### src/rtl/result_dump_tx_pkg.sv
// Shared definitions for the result dump transmitter: memory geometry,
// frame header constant and the sequencer state encoding.
package result_dump_tx_pkg;

  localparam int MEM_AW = 13;
  localparam int MEM_DW = 8;
  localparam logic [7:0] HDR_BYTE = 8'hA5;

  typedef enum logic [2:0] {
    IDLE   = 3'd0,
    HDR    = 3'd1,
    RD     = 3'd2,
    RWAIT  = 3'd3,
    SEND   = 3'd4,
    TXWAIT = 3'd5,
    CSUM   = 3'd6,
    FIN    = 3'd7
  } state_t;

endpackage

### src/rtl/result_dump_tx_uart.sv
// 8N1 UART byte serializer, LSB first, idle high. idle is raised during the
// final cycle of the stop bit so a following byte can start after a short gap.
module uart_tx_byte #(
  parameter int CLKS_PER_BIT = 868
) (
  input  logic       clk,
  input  logic       rst,
  input  logic       load,
  input  logic [7:0] data,
  output logic       tx,
  output logic       idle
);

  localparam int CW = (CLKS_PER_BIT > 1) ? $clog2(CLKS_PER_BIT) : 1;
  localparam int BW = $clog2(10);
  localparam logic [CW-1:0] CLK_LAST = CW'(CLKS_PER_BIT - 1);
  localparam logic [BW-1:0] BIT_LAST = BW'(9);

  logic          active_r;
  logic [CW-1:0] clk_cnt_r;
  logic [BW-1:0] bit_cnt_r;
  logic [7:0]    shift_r;
  logic          tx_r;
  logic          last_tick_s;

  // Flag the last clock of the stop bit
  always_comb begin
    last_tick_s = 1'b0;
    if (active_r && (bit_cnt_r == BIT_LAST) && (clk_cnt_r == CLK_LAST)) begin
      last_tick_s = 1'b1;
    end else begin
      last_tick_s = 1'b0;
    end
  end

  assign idle = !active_r || last_tick_s;
  assign tx   = tx_r;

  // Bit timing: start bit on load, then shift data out LSB first, stop bit filled with ones
  always_ff @(posedge clk or posedge rst) begin
    if (rst) begin
      active_r  <= 1'b0;
      clk_cnt_r <= '0;
      bit_cnt_r <= '0;
      shift_r   <= 8'hFF;
      tx_r      <= 1'b1;
    end else if (load && idle) begin
      active_r  <= 1'b1;
      clk_cnt_r <= '0;
      bit_cnt_r <= '0;
      shift_r   <= data;
      tx_r      <= 1'b0;
    end else if (active_r) begin
      if (clk_cnt_r == CLK_LAST) begin
        clk_cnt_r <= '0;
        if (bit_cnt_r == BIT_LAST) begin
          active_r <= 1'b0;
          tx_r     <= 1'b1;
        end else begin
          bit_cnt_r <= bit_cnt_r + BW'(1);
          tx_r      <= shift_r[0];
          shift_r   <= {1'b1, shift_r[7:1]};
        end
      end else begin
        clk_cnt_r <= clk_cnt_r + CW'(1);
      end
    end
  end

endmodule

### src/rtl/result_dump_tx.sv
// Result dump transmitter: sends header 0xA5, N_RES bytes read from memory
// starting at BASE_ADDR, then the XOR checksum of the payload over a UART.
module result_dump_tx
  import result_dump_tx_pkg::*;
#(
  parameter int                N_RES        = 8,
  parameter logic [MEM_AW-1:0] BASE_ADDR    = 13'd1,
  parameter int                CLKS_PER_BIT = 868
) (
  input  logic              clk,
  input  logic              rst,
  input  logic              start,
  output logic              mem_re,
  output logic [MEM_AW-1:0] mem_raddr,
  input  logic [MEM_DW-1:0] mem_dout,
  output logic              tx,
  output logic              busy,
  output logic              done
);

  localparam int IW = $clog2(N_RES + 1);

  // The read window must fit below the top of the address space; there is no wrap
  if ((N_RES < 1) || ((int'(BASE_ADDR) + N_RES - 1) > 8191)) begin : g_range_chk
    $error("result_dump_tx: BASE_ADDR + N_RES - 1 exceeds 13'h1FFF");
  end

  state_t            state_r;
  state_t            next_s;
  logic [IW-1:0]     index_r;
  logic [7:0]        csum_r;
  logic [7:0]        byte_r;
  logic              csum_sent_r;
  logic              mem_re_r;
  logic [MEM_AW-1:0] mem_raddr_r;
  logic              busy_r;
  logic              done_r;
  logic              load_s;
  logic [7:0]        load_data_s;
  logic              ser_idle_s;

  uart_tx_byte #(
    .CLKS_PER_BIT(CLKS_PER_BIT)
  ) u_ser (
    .clk (clk),
    .rst (rst),
    .load(load_s),
    .data(load_data_s),
    .tx  (tx),
    .idle(ser_idle_s)
  );

  // Sequencer next state and serializer load selection
  always_comb begin
    next_s      = state_r;
    load_s      = 1'b0;
    load_data_s = 8'h00;
    case (state_r)
      IDLE: begin
        if (start) begin
          next_s = HDR;
        end else begin
          next_s = IDLE;
        end
      end
      HDR: begin
        load_s      = 1'b1;
        load_data_s = HDR_BYTE;
        next_s      = TXWAIT;
      end
      RD:    next_s = RWAIT;
      RWAIT: next_s = SEND;
      SEND: begin
        load_s      = 1'b1;
        load_data_s = byte_r;
        next_s      = TXWAIT;
      end
      TXWAIT: begin
        if (!ser_idle_s) begin
          next_s = TXWAIT;
        end else if (index_r < IW'(N_RES)) begin
          next_s = RD;
        end else if (!csum_sent_r) begin
          next_s = CSUM;
        end else begin
          next_s = FIN;
        end
      end
      CSUM: begin
        load_s      = 1'b1;
        load_data_s = csum_r;
        next_s      = TXWAIT;
      end
      FIN:     next_s = IDLE;
      default: next_s = IDLE;
    endcase
  end

  // State register plus registered status and memory strobes derived from the next state
  always_ff @(posedge clk or posedge rst) begin
    if (rst) begin
      state_r     <= IDLE;
      mem_re_r    <= 1'b0;
      mem_raddr_r <= BASE_ADDR;
      busy_r      <= 1'b0;
      done_r      <= 1'b0;
    end else begin
      state_r  <= next_s;
      mem_re_r <= (next_s == RD);
      busy_r   <= (next_s != IDLE) && (next_s != FIN);
      done_r   <= (next_s == FIN);
      if (next_s == RD) begin
        mem_raddr_r <= BASE_ADDR + MEM_AW'(index_r);
      end
    end
  end

  // Payload index, captured byte and running checksum
  always_ff @(posedge clk or posedge rst) begin
    if (rst) begin
      index_r     <= '0;
      csum_r      <= 8'h00;
      byte_r      <= 8'h00;
      csum_sent_r <= 1'b0;
    end else begin
      case (state_r)
        IDLE: begin
          if (start) begin
            index_r     <= '0;
            csum_r      <= 8'h00;
            csum_sent_r <= 1'b0;
          end
        end
        RWAIT: begin
          byte_r <= mem_dout;
          csum_r <= csum_r ^ mem_dout;
        end
        SEND:    index_r <= index_r + IW'(1);
        CSUM:    csum_sent_r <= 1'b1;
        default: csum_sent_r <= csum_sent_r;
      endcase
    end
  end

  assign mem_re    = mem_re_r;
  assign mem_raddr = mem_raddr_r;
  assign busy      = busy_r;
  assign done      = done_r;

endmodule

### config.mk
export PLATFORM = sky130hd
export DESIGN_NAME = result_dump_tx
export DESIGN_NICKNAME = d
export VERILOG_FILES = /design/src/rtl/result_dump_tx_pkg.sv /design/src/rtl/result_dump_tx_uart.sv /design/src/rtl/result_dump_tx.sv
export SDC_FILE = /design/constraint.sdc
export NUM_CORES = 1
export LEC_CHECK = 0
export BUFFER_PORTS_ARGS = -buffer_cell sky130_fd_sc_hd__buf_2
export CORE_UTILIZATION = 47
export DETAILED_ROUTE_END_ITERATION = 8
export MAX_ROUTING_LAYER = met4
export PLACE_DENSITY = 0.77
export REMOVE_ABC_BUFFERS = 1
export SETUP_SLACK_MARGIN = 0.5
export SYNTH_ARGS = -nofsm -noshare
export SYNTH_HDL_FRONTEND = slang
export SYNTH_HIERARCHICAL = 1
export SYNTH_SLANG_ARGS = --single-unit
### constraint.sdc
create_clock -name clk -period 2.65 [get_ports clk]
set_input_delay 0.53 -clock clk [delete_from_list [all_inputs] [get_ports clk]]
set_output_delay 0.53 -clock clk [all_outputs]
set_load 0.01 [all_outputs]
=== Yosys cells after proc, flatten, opt, wreduce, memory -nomap -nowiden ===
Cells that the tools add are included.

* Output and inout port bits: 17
* Bits in registers: 64
* Logic and storage cells: 86
* Bits of input ports: 11

* Equal/unequal tests: 14
* Bitwise operators: 1
* Order comparisons: 1
* Reductions and logical operators: 19
* Add/sub/neg operators: 4
* Muxes and demuxes: 33

{| class="wikitable"
|+ Operators with widths
! kind !! count
|-
| 8-bit two-way mux || 5
|-
| 10-bit two-way mux || 3
|-
| 8-bit one-hot mux with 3 select lines || 1
|-
| 4-bit two-way mux || 5
|-
| 3-bit one-hot mux with 6 select lines || 1
|-
| 8-bit one-hot mux with 2 select lines || 1
|-
| 3-bit equality test (second input constant) || 5
|-
| 1-bit two-way mux || 13
|-
| 10-bit by 1-bit adder with 10-bit output (second input constant) || 1
|-
| 10-bit equality test (second input constant) || 1
|-
| 2-bit nonzero test || 5
|-
| 3-bit by 2-bit equality test with 1-bit output (second input constant) || 3
|-
| 4-bit by 1-bit adder with 4-bit output (second input constant) || 2
|-
| 4-bit one-hot mux with 2 select lines || 1
|-
| 2-bit AND reduction || 4
|-
| 8-bit bitwise XOR || 1
|-
| 3-bit two-way mux || 2
|-
| 1-bit by 4-bit adder with 5-bit output (first input constant) || 1
|-
| 4-bit equality test (second input constant) || 1
|-
| 1-bit logical AND || 4
|-
| 4-bit < comparator (second input constant) || 1
|-
| 3-bit by 1-bit equality test with 1-bit output (second input constant) || 1
|-
| 3-bit logical NOT || 1
|-
| 3-bit inequality test (second input constant) || 1
|-
| 8 further kinds || 8
|}

=== Logic depth before layout (Yosys ltp) ===
Gate-level depths: netlist of the first run.

* Word-level depth: 9
* Gate-level depth with buffers: 9
* Depth with buffers taken out: 8

=== Hierarchy ===
The synthesis of the first run kept the hierarchy.

{| class="wikitable"
|+ By module, submodules not included
! module !! cells an instance !! times used !! sequential area each (µm²) !! area each (µm²)
|-
| result_dump_tx || 156 || 1 || 802.0 || 1605.3
|-
| uart_tx_byte || 117 || 1 || 611.8 || 1242.4
|}

=== Worst setup path after synthesis of the first run ===
No wires, ideal clock.

* Path type: reg2reg
* Start point: reg u_ser.clk_cnt_r[3]
* End point: reg mem_raddr_r[1] (netlist: mem_raddr[1])
* Cell stages (with the launch flop): 7
* Setup slack: 479 ps
* Path buffers: 0
* Data required time: 2525 ps
* Period minus slack after synthesis: 2171 ps
* Setup time: 125 ps
* Arrival: 2046 ps
* Cell sequence: dfrtp_1 > or3_4 > o41a_1 > clkinv_2 > nand4b_2 > nor2_2 > mux2_2

* Longest elaborated chain between the ends: 7

{| class="wikitable"
|+ Ends and longest elaborated chain
! item !! RTL line !! RTL
|-
| from (decl) || result_dump_tx_uart.sv:20 || <nowiki>logic [CW-1:0] clk_cnt_r;</nowiki>
|-
| from (signal assigned) || result_dump_tx_uart.sv:65 || <nowiki>clk_cnt_r <= clk_cnt_r + CW'(1);</nowiki>
|-
| 10-bit equality test || result_dump_tx_uart.sv:29 || <nowiki>if (active_r && (bit_cnt_r == BIT_LAST) && (clk_cnt_r == CLK_LAST)) begin</nowiki>
|-
| 1-bit logical AND || result_dump_tx_uart.sv:29 ||
|-
| 1-bit two-way mux || result_dump_tx_uart.sv:29 ||
|-
| 1-bit logical OR || result_dump_tx_uart.sv:36 || <nowiki>assign idle = !active_r || last_tick_s;</nowiki>
|-
| via ser_idle_s || result_dump_tx.sv:40 || <nowiki>logic ser_idle_s;</nowiki>
|-
| 3-bit two-way mux || result_dump_tx.sv:79 || <nowiki>if (!ser_idle_s) begin</nowiki>
|-
| 3-bit one-hot mux with 6 select lines || result_dump_tx.sv:58 || <nowiki>case (state_r)</nowiki>
|-
| 3-bit by 2-bit equality test with 1-bit output || result_dump_tx.sv:112 || <nowiki>if (next_s == RD) begin</nowiki>
|-
| to (signal assigned) || result_dump_tx.sv:113 || <nowiki>mem_raddr_r <= BASE_ADDR + MEM_AW'(index_r);</nowiki>
|-
| to (decl) || result_dump_tx.sv:35 || <nowiki>logic [MEM_AW-1:0] mem_raddr_r;</nowiki>
|}

The timed path passes the listed nets, and every way through them passes these cells.
A chain may end at the register's enable or synchronous reset.

=== Worst setup path in the final report of the first run ===
* Start point: reg u_ser.clk_cnt_r[4]
* End point: reg mem_raddr_r[2] (netlist: mem_raddr[2])

The elaborated chain is that of the path after synthesis.

==> results of run 1 <==
-- state kept, by name, indices dropped and copies added, names as in the netlist --
register / flops
state_r: 3
u_ser/clk_cnt_r: 10
u_ser/bit_cnt_r: 4
index_r: 4
done: 1
mem_raddr: 5
u_ser/shift_r: 8
byte_r: 8
csum_r: 8
busy: 1
u_ser/tx: 1
csum_sent_r: 1
u_ser/active_r: 1
mem_re: 1
-- kinds of logic (layout without fill, tap and decap cells) --
family,after synthesis,count (layout)
AOI/OAI and AO/OA,66,66
xor gates and xnor gates,9,9
adders and majority gates,4,4
buffers and inverters,33,48
DFF,56,56
muxes,17,17
other,1,8
and+or+nand+nor,87,87
-- layout make-up --
class                      count  area [um^2]  area share [%]
timing repair buffer          30        177.7           5.678
inverter                      10        38.79           1.240
clock buffer                   6        72.57           2.319
sequential                    56         1416           45.26
tap                           72        90.09           2.879
multi-input combinational    191         1299           41.50
clock inverter                 2        35.03           1.120
-- routing by layer --
layer  routed length [um]  global-route usage, %  vias to the layer above
met3                  194                  3.543                        6
li1                     -                      -                     1021
met1                 2499                  26.12                     1043
met2                 2625                  31.88                       52
met5                    0                      -                        -
met4                   67                  6.607                        0
-- how the worst min path moves through the flow --
stage,startpoint,endpoint
floorplan,csum_r[1],csum_r[1]
global placement,byte_r[4],byte_r[4]
detailed placement,byte_r[5],byte_r[5]
CTS,rst,index_r[3]
global route,rst,mem_re
finish,rst,mem_raddr[4]
-- metrics by stage --
stage	setup slack, ns	hold WS, ns	power (mW)	instance area, um^2	utilization [%]
global route	0.4856	0.3435	2.829	3129	55.14
floorplan	0.1079	0.4460	1.858	2735	-
CTS	0.5059	0.2890	2.650	3110	54.81
global placement	0.4065	0.4581	2.043	2973	52.38
detailed placement	0.3486	0.4626	2.077	2973	52.38
finish	0.5631	0.2770	2.647	3129	55.14
-- layout by cell type (no fill, tap or decap), types with 3 or more instances in the layout --
cell                         n
sky130_fd_sc_hd__inv_1       9
sky130_fd_sc_hd__xor2_1      6
sky130_fd_sc_hd__nor2_1     20
sky130_fd_sc_hd__dfstp_2    10
sky130_fd_sc_hd__nand2_1    20
sky130_fd_sc_hd__conb_1      8
sky130_fd_sc_hd__mux2i_1     9
sky130_fd_sc_hd__o31ai_1     3
sky130_fd_sc_hd__ha_1        4
sky130_fd_sc_hd__a311oi_1    7
sky130_fd_sc_hd__a2bb2oi_1   7
sky130_fd_sc_hd__o21ai_0    16
sky130_fd_sc_hd__o21ai_1     8
sky130_fd_sc_hd__a21oi_1     9
sky130_fd_sc_hd__buf_2      19
sky130_fd_sc_hd__nand3_1    13
sky130_fd_sc_hd__buf_4      11
sky130_fd_sc_hd__nand4b_1    8
sky130_fd_sc_hd__xnor2_1     3
sky130_fd_sc_hd__clkbuf_8    5
sky130_fd_sc_hd__mux2_2      8
sky130_fd_sc_hd__dfrtp_1    44
sky130_fd_sc_hd__nor2b_1     3
-- repair_timing --
action | CTS | global route
setup buffers | 2 | 2
gates resized for setup | 3 | 2
endpoints found under the setup margin | 3 | 17
pin swaps | 2 | 3
-- power breakdown --
part	internal, mW	switching [mW]	leakage (nW)
Clock	0.281	0.269	0.0552
Combinational	0.353	0.406	0.656
Sequential	1.15	0.193	0.664
-- synth_stat cells, types with 5 or more instances --
cell	n	share of area [%]
sky130_fd_sc_hd__nand2_1	20	2.6
sky130_fd_sc_hd__buf_2	5	0.88
sky130_fd_sc_hd__nand4b_1	8	2.5
sky130_fd_sc_hd__buf_4	8	2.1
sky130_fd_sc_hd__inv_1	9	1.2
sky130_fd_sc_hd__mux2_2	8	3.2
sky130_fd_sc_hd__xor2_1	6	1.8
sky130_fd_sc_hd__o21ai_1	8	1.4
sky130_fd_sc_hd__a21oi_1	9	1.6
sky130_fd_sc_hd__dfrtp_1	46	40
sky130_fd_sc_hd__dfstp_2	10	9.2
sky130_fd_sc_hd__nand3_1	13	2.3
sky130_fd_sc_hd__nor2_1	21	2.8
sky130_fd_sc_hd__o21ai_0	16	2.8
sky130_fd_sc_hd__a2bb2oi_1	7	2.2
sky130_fd_sc_hd__mux2i_1	9	3.2
sky130_fd_sc_hd__a311oi_1	7	2.2
sky130_fd_sc_hd__clkbuf_1	6	0.79
==> results.txt, run 1 <==
----------------------------------------------------
[Floorplan]
  Effective utilization at floorplan ... 50.18%
  Core Box Area ... approximately 0.0057 mm^2
  Die Footprint ... 0.006374 mm^2
  Row count ... 27
  Die boundary height ... 79.84 um
  Width of the chip ... between 70 and 80 um
  Number of primary I/O pins ... 28

[Setup path]
  Kind of critical path ... reg -> reg
  Worst setup path endpoint ... mem_raddr[2]
  R2r endpoint ... mem_raddr[2]
  Delay of the slowest cell on the worst path ... 0.46 ns
  Worst reg-to-reg setup slack ... 0.56 ns
  Crit path capture type ... flip-flop
  FF-to-FF path depth ... 6
  Arr. time, crit path ... approximately 2.3 ns
  Required @ worst endpoint ... 2.85 ns
  Maximum fanout along the worst path ... 6
  Cell breakdown of the critical path ... or3_4 -> o41a_1 -> clkinv_2 -> nand4b_4 -> nor2_4 -> mux2_2
  WP buf/inv ... 1
  Worst path slowest cell ... sky130_fd_sc_hd__dfrtp_1
  Top delay family on crit path ... simple AND/OR/NAND/NOR gates
  Launch point of the worst reg-to-reg path ... u_ser/clk_cnt_r[4]
  Launching instance or port of the critical path ... u_ser/clk_cnt_r[4]
  Category of the worst setup path launch point ... flip-flop
  Number of gates on the worst path with buffers counted ... 6

[Job]
  Number of max-cap violations ... 0

[Layout]
  Number of standard cells in the layout, taps in and fillers out ... 367
  Layout overhead on the synthesized area ... 9.886%
  Fraction of final layout cells sized beyond drive strength 1 ... 22.03%
  Filler Cells Inserted ... ~500
  Number of diodes added for antenna fixing ... 0
  NumNets Final ... between 300 and 400

[Pwr]
  Worst VDD drop ... 0.0004476 V
  Static leakage ... 1.375 nW
  Pwr/cell area ... roughly 850 mW/mm^2

[Yosys]
  Count of yosys warnings during synthesis ... 6
  Cell variety after synth ... 57
  XOR/XNOR Fraction of Synth Area ... 2.768%
  Number of enable-type register cells in the synthesized netlist ... 0
  Basic-gate share of the synthesized area counting and, or, nand and nor cells ... 17.27%
  Share of cell area taken by muxes after synthesis ... 6.327%
  Flip-flop cell with the highest count after synthesis ... sky130_fd_sc_hd__dfrtp_1
  Seq/Total Area, Yosys ... between 40% and 50%
  Async set-or-reset flop fraction in the synthesized netlist ... 100.0%
  Synthesized instance count ... 273
  Synthesized-area fraction occupied by ao, oa, aoi and oai cells ... 15.86%
  Adder-Cell Fraction of Synth Area ... 1.757%
  Average cell area after synthesis ... 10.43 um^2
  Largest family of logic cells by synthesized area ... simple AND/OR/NAND/NOR gates
  Area of the mapped netlist ... about 0.0028 mm^2
  Flops & latches, synth ... 56

[CTS]
  Clock Root Buffer ... sky130_fd_sc_hd__clkbuf_8
  Post-CTS Hold Fix Bufs ... 0
  CTS tree ... done
  Buffer levels on the longest clock path ... 2
  CTS Buf Count ... 5
  Source-to-sink clock delay at the later pin of the worst-skew pair ... a little over 0.3 ns
  # H-tree levels ... 2
  Clock Pin Slew Worst Setup and Hold Paths ... 0.10 ns
  Clock sink count ... 56

[STA]
  Slew at the pin with the worst max-slew slack ... between 0.8 and 0.9 ns
  Final critical delay including setup and external delays ... about 2.1 ns
  Final clock period utilization by the worst path ... 78.75%
  Final Max Tran Viols ... 0
  Sum Neg Setup Slack ... 0 ns
  Slew Limit Headroom ... 40.82%
  Setup repair after global routing missed its margin ... true
  Top achievable clock speed ... 479.2 MHz
  Worst clock skew on the final layout ... 0.007077 ns
  Number of hold-slack violations in the final timing report ... 0
  Number of failing setup endpoints in the final timing report ... 0

[Drt]
  Sum of routed wire length over all layers ... 5.386 mm
  DR vias ... 2122
  Mean number of vias per cell ... 5.782
  DRC Markers ... 0
  Number of nets with antenna violations after routing ... 0
  Number of iterations in the first detailed-routing pass ... 4
  Routed length per instance ... around 15 um
  Iteration-0 DRC count of the detailed router ... ~100

[Global route]
  Global-route wire length before repair ... 9.722 mm
  Via count of the first global-routing pass ... 2087
  Global-route total usage across every layer ... 20.08%
  Number of antenna violations at the first check in global routing ... 0
  Maximum number of pins on one net before global-route repair ... 30
  Aggregate global routing overflow ... 0

[Placement]
  Number of buffers inserted by port buffering ... 19
  HPWL after detailed placement ... 3.729 mm
  Final weighted congestion in routability-driven placement ... 0.8527
  Number of placed instances, taps included ... about 360

[Status]
  Run status ... finished, final reports clean

[Min path]
  Classification of the worst-slack hold path ... in -> async

----------------------------------------------------
Power figures use the tool's default switching activity.
==> run 2, diff against run 1 <==
Settings changed: PLACE_DENSITY 0.77 to 0.79.
Clock period 2.65 ns to 1.9 ns, I/O delays scaled along.
==> run 2 against run 1 <==
- worst setup slack got worse by 0.65 ns
- combinational power increased by 120%
- register-to-register slack got worse by 0.65 ns
- largest power group unchanged
- largest cell class is now multi-input combinational cells
- first-iteration DRC count increased by 14%
- the flow now finishes with violations (negative setup slack)
- clock skew increased by 0.0051 ns
- die area unchanged
- non-clock buffer count increased by 41
- critical path type unchanged
- total power increased by 57%
- via count increased by 12%
- hold slack got worse by 0.18 ns
- final cell count increased by 11%
==> results.txt, run 2 (synthesized netlist as in run 1, its figures left out) <==
----------------------------------------------------
[Status]
  Run status ... finished, violations left
  Violated checks ... negative setup slack

[Drt]
  Mean number of vias per cell ... 5.836 (+0.93%)
  Sum of routed wire length over all layers ... 6.701 mm (+24%)
  Number of nets with antenna violations after routing ... 0 (unchanged)
  DR vias ... 2381 (+12%)
  Iteration-0 DRC count of the detailed router ... 119 (+14%)
  Number of iterations in the first detailed-routing pass ... 4 (unchanged)
  Routed length per instance ... 16.42 um (+12%)
  DRC Markers ... 0 (unchanged)

[Layout]
  Layout overhead on the synthesized area ... 31.55%
  Filler Cells Inserted ... 399 (-20%)
  End-of-flow core utilization ... 66.01% (+11 points)
  NumNets Final ... 350 (+13%)
  Highest-count cells in the layout ignoring fill and taps ... sky130_fd_sc_hd__dfrtp_1 (45), sky130_fd_sc_hd__buf_4 (40), sky130_fd_sc_hd__nand2_1 (19), sky130_fd_sc_hd__buf_2 (19), sky130_fd_sc_hd__o21ai_0 (14)
  Fraction of final layout cells sized beyond drive strength 1 ... 43.75% (+22 points)
  Most common cell after layout, fill and taps aside ... sky130_fd_sc_hd__dfrtp_1
  Register bank with the most flops ... u_ser/clk_cnt_r
  Post-route cell area ... 0.003746 mm^2 (+20%)
  Number of flip-flops under the largest register name ... 10 (unchanged)
  Number of diodes added for antenna fixing ... 0 (unchanged)

[Setup path]
  Arr. time, crit path ... 2.18 ns (-0.11 ns)
  Category of the worst setup path launch point ... flip-flop
  Crit path capture type ... flip-flop
  FF-to-FF path depth ... 8 (+2)
  Kind of critical path ... reg -> reg
  Maximum fanout along the worst path ... 4 (-2)
  Worst reg-to-reg setup slack ... -0.09 ns (-0.65 ns)
  Required @ worst endpoint ... 2.09 ns (-0.76 ns)
  R2r endpoint ... mem_raddr[1]
  Launch point of the worst reg-to-reg path ... u_ser/bit_cnt_r[1]

[CTS]
  Buffer levels on the longest clock path ... 2 (unchanged)
  CTS Buf Count ... 5 (unchanged)
  CTS tree ... done
  Post-CTS Hold Fix Bufs ... 0 (unchanged)
  Source-to-sink clock delay at the later pin of the worst-skew pair ... 0.31 ns (about the same)
  Clock Pin Slew Worst Setup and Hold Paths ... 0.10 ns (about the same)
  # H-tree levels ... 2 (unchanged)
  Clock sink count ... 56 (unchanged)
  Clock Root Buffer ... sky130_fd_sc_hd__clkbuf_8

[Placement]
  Number of buffers inserted by port buffering ... 19 (unchanged)
  Placed standard-cell area ... 0.003198 mm^2 (+7.6%)
  Final weighted congestion in routability-driven placement ... 0.7847 (-8.0%)
  HPWL after detailed placement ... 4.105 mm (+10%)
  Pre-CTS worst setup slack ... -0.07764 ns (-0.4262 ns)

[Pwr]
  Static leakage ... 1.639 nW (+19%)
  Worst VDD drop ... 0.0006326 V (+41%)
  Pwr/cell area ... 1112 mW/mm^2 (+31%)

[Min path]
  Classification of the worst-slack hold path ... in -> async

[STA]
  Setup repair after global routing missed its margin ... true
  Sum Neg Setup Slack ... -0.5013 ns (-0.5013 ns)
  Top achievable clock speed ... 503.4 MHz (+5.1%)
  Final hold slack ... 0.1005 ns (-0.1765 ns)
  Final Max Tran Viols ... 0 (unchanged)
  Number of hold-slack violations in the final timing report ... 0 (unchanged)
  Number of failing setup endpoints in the final timing report ... 13 (+13)
  Final critical-path setup slack ... -0.08634 ns (-0.6495 ns)
  Final critical delay including setup and external delays ... 1.986 ns (-0.1005 ns)
  Final clock period utilization by the worst path ... 104.5% (+26 points)
  Worst clock skew on the final layout ... 0.01223 ns (+0.005148 ns)

[Global route]
  Global-route wire length before repair ... 9.860 mm (+1.4%)
  Via count of the first global-routing pass ... 2170 (+4.0%)
  Aggregate global routing overflow ... 0 (unchanged)
  Number of antenna violations at the first check in global routing ... 0 (unchanged)
  Maximum number of pins on one net before global-route repair ... 30 (unchanged)
  Global-route total usage across every layer ... 20.42% (+0.34 points)

[Floorplan]
  Width of the chip ... 79.84 um (unchanged)
  Number of primary I/O pins ... 28 (unchanged)
  Row count ... 27 (unchanged)
  Core Box Area ... 0.005675 mm^2 (unchanged)
  Effective utilization at floorplan ... 50.18% (unchanged)
  Die boundary height ... 79.84 um (unchanged)
  Die Footprint ... 0.006374 mm^2 (unchanged)

[Job]
  Number of max-cap violations ... 0 (unchanged)

----------------------------------------------------
## run 2: changes by cell type in the layout (fill, tap and decap cells not counted), moves of 6 or more
cell / delta
sky130_fd_sc_hd__nor2_1: -7
sky130_fd_sc_hd__nand3_1: -8
sky130_fd_sc_hd__buf_4: +29
sky130_fd_sc_hd__a311oi_2: +6
sky130_fd_sc_hd__nor2_4: +7
sky130_fd_sc_hd__buf_6: +8
sky130_fd_sc_hd__a311oi_1: -6
sky130_fd_sc_hd__nand3_2: +8
## run 2: how the worst max path moves through the flow
stage                       startpoint               end  slack (ns)  cells after the start
CTS                 u_ser/clk_cnt_r[2]        state_r[2]       -0.05                      7
detailed placement  u_ser/clk_cnt_r[2]      mem_raddr[1]       -0.08                      6
finish              u_ser/bit_cnt_r[1]      mem_raddr[1]       -0.09                      8
global route        u_ser/bit_cnt_r[1]      mem_raddr[2]       -0.16                      8
global placement    u_ser/clk_cnt_r[2]      mem_raddr[1]       -0.04                      6
floorplan                   state_r[1]  u_ser/shift_r[7]       -0.64                      6
## run 2: report_power, final
part	internal, mW	switching, mW
sequential	1.60	0.250
combinational	0.837	0.824
clock	0.292	0.368
total	2.72	1.44
## run 2: worst max-delay path: stages, from the launching register on
cell and delay [ns]:
sky130_fd_sc_hd__dfrtp_1 0.40, sky130_fd_sc_hd__inv_1 0.06, sky130_fd_sc_hd__ha_1 0.17, sky130_fd_sc_hd__nand3b_1 0.11, sky130_fd_sc_hd__o41a_1 0.44, sky130_fd_sc_hd__clkinv_2 0.09
sky130_fd_sc_hd__nand4b_4 0.11, sky130_fd_sc_hd__nor2_4 0.15, sky130_fd_sc_hd__mux2_2 0.34
## run 2: repair_timing
item                                    in CTS  in global routing
endpoints found under the setup margin      43                 45
pin swaps                                   15                 12
hold endpoints to repair                     0                  0
resized for setup                           38                 38
gates cloned                                 0                  0
buffers inserted                             7                  8
## run 2: layer usage
metal / wire, um / global-route usage (%)
met5: 0 / -
met4: 144 / 5.893
met3: 221 / 4.114
met2: 3481 / 34.62
met1: 2855 / 24.71
## run 2: through the flow
step	power (mW)	std cells
finish	4.166	408
global route	4.392	408
CTS	3.887	400
detailed placement	3.078	385
global placement	3.022	385
floorplan	2.591	257
## run 2: final cells by class
class,instances,area (um^2),share of cell area (%)
Multi-Input combinational cell,191,1554,41.48
Sequential cell,56,1415,37.78
Timing Repair Buffer,71,555.5,14.83
Tap cell,72,90.09,2.405
Clock buffer,6,82.58,2.204
Inverter,10,38.79,1.035
Clock inverter,2,10.01,0.2672
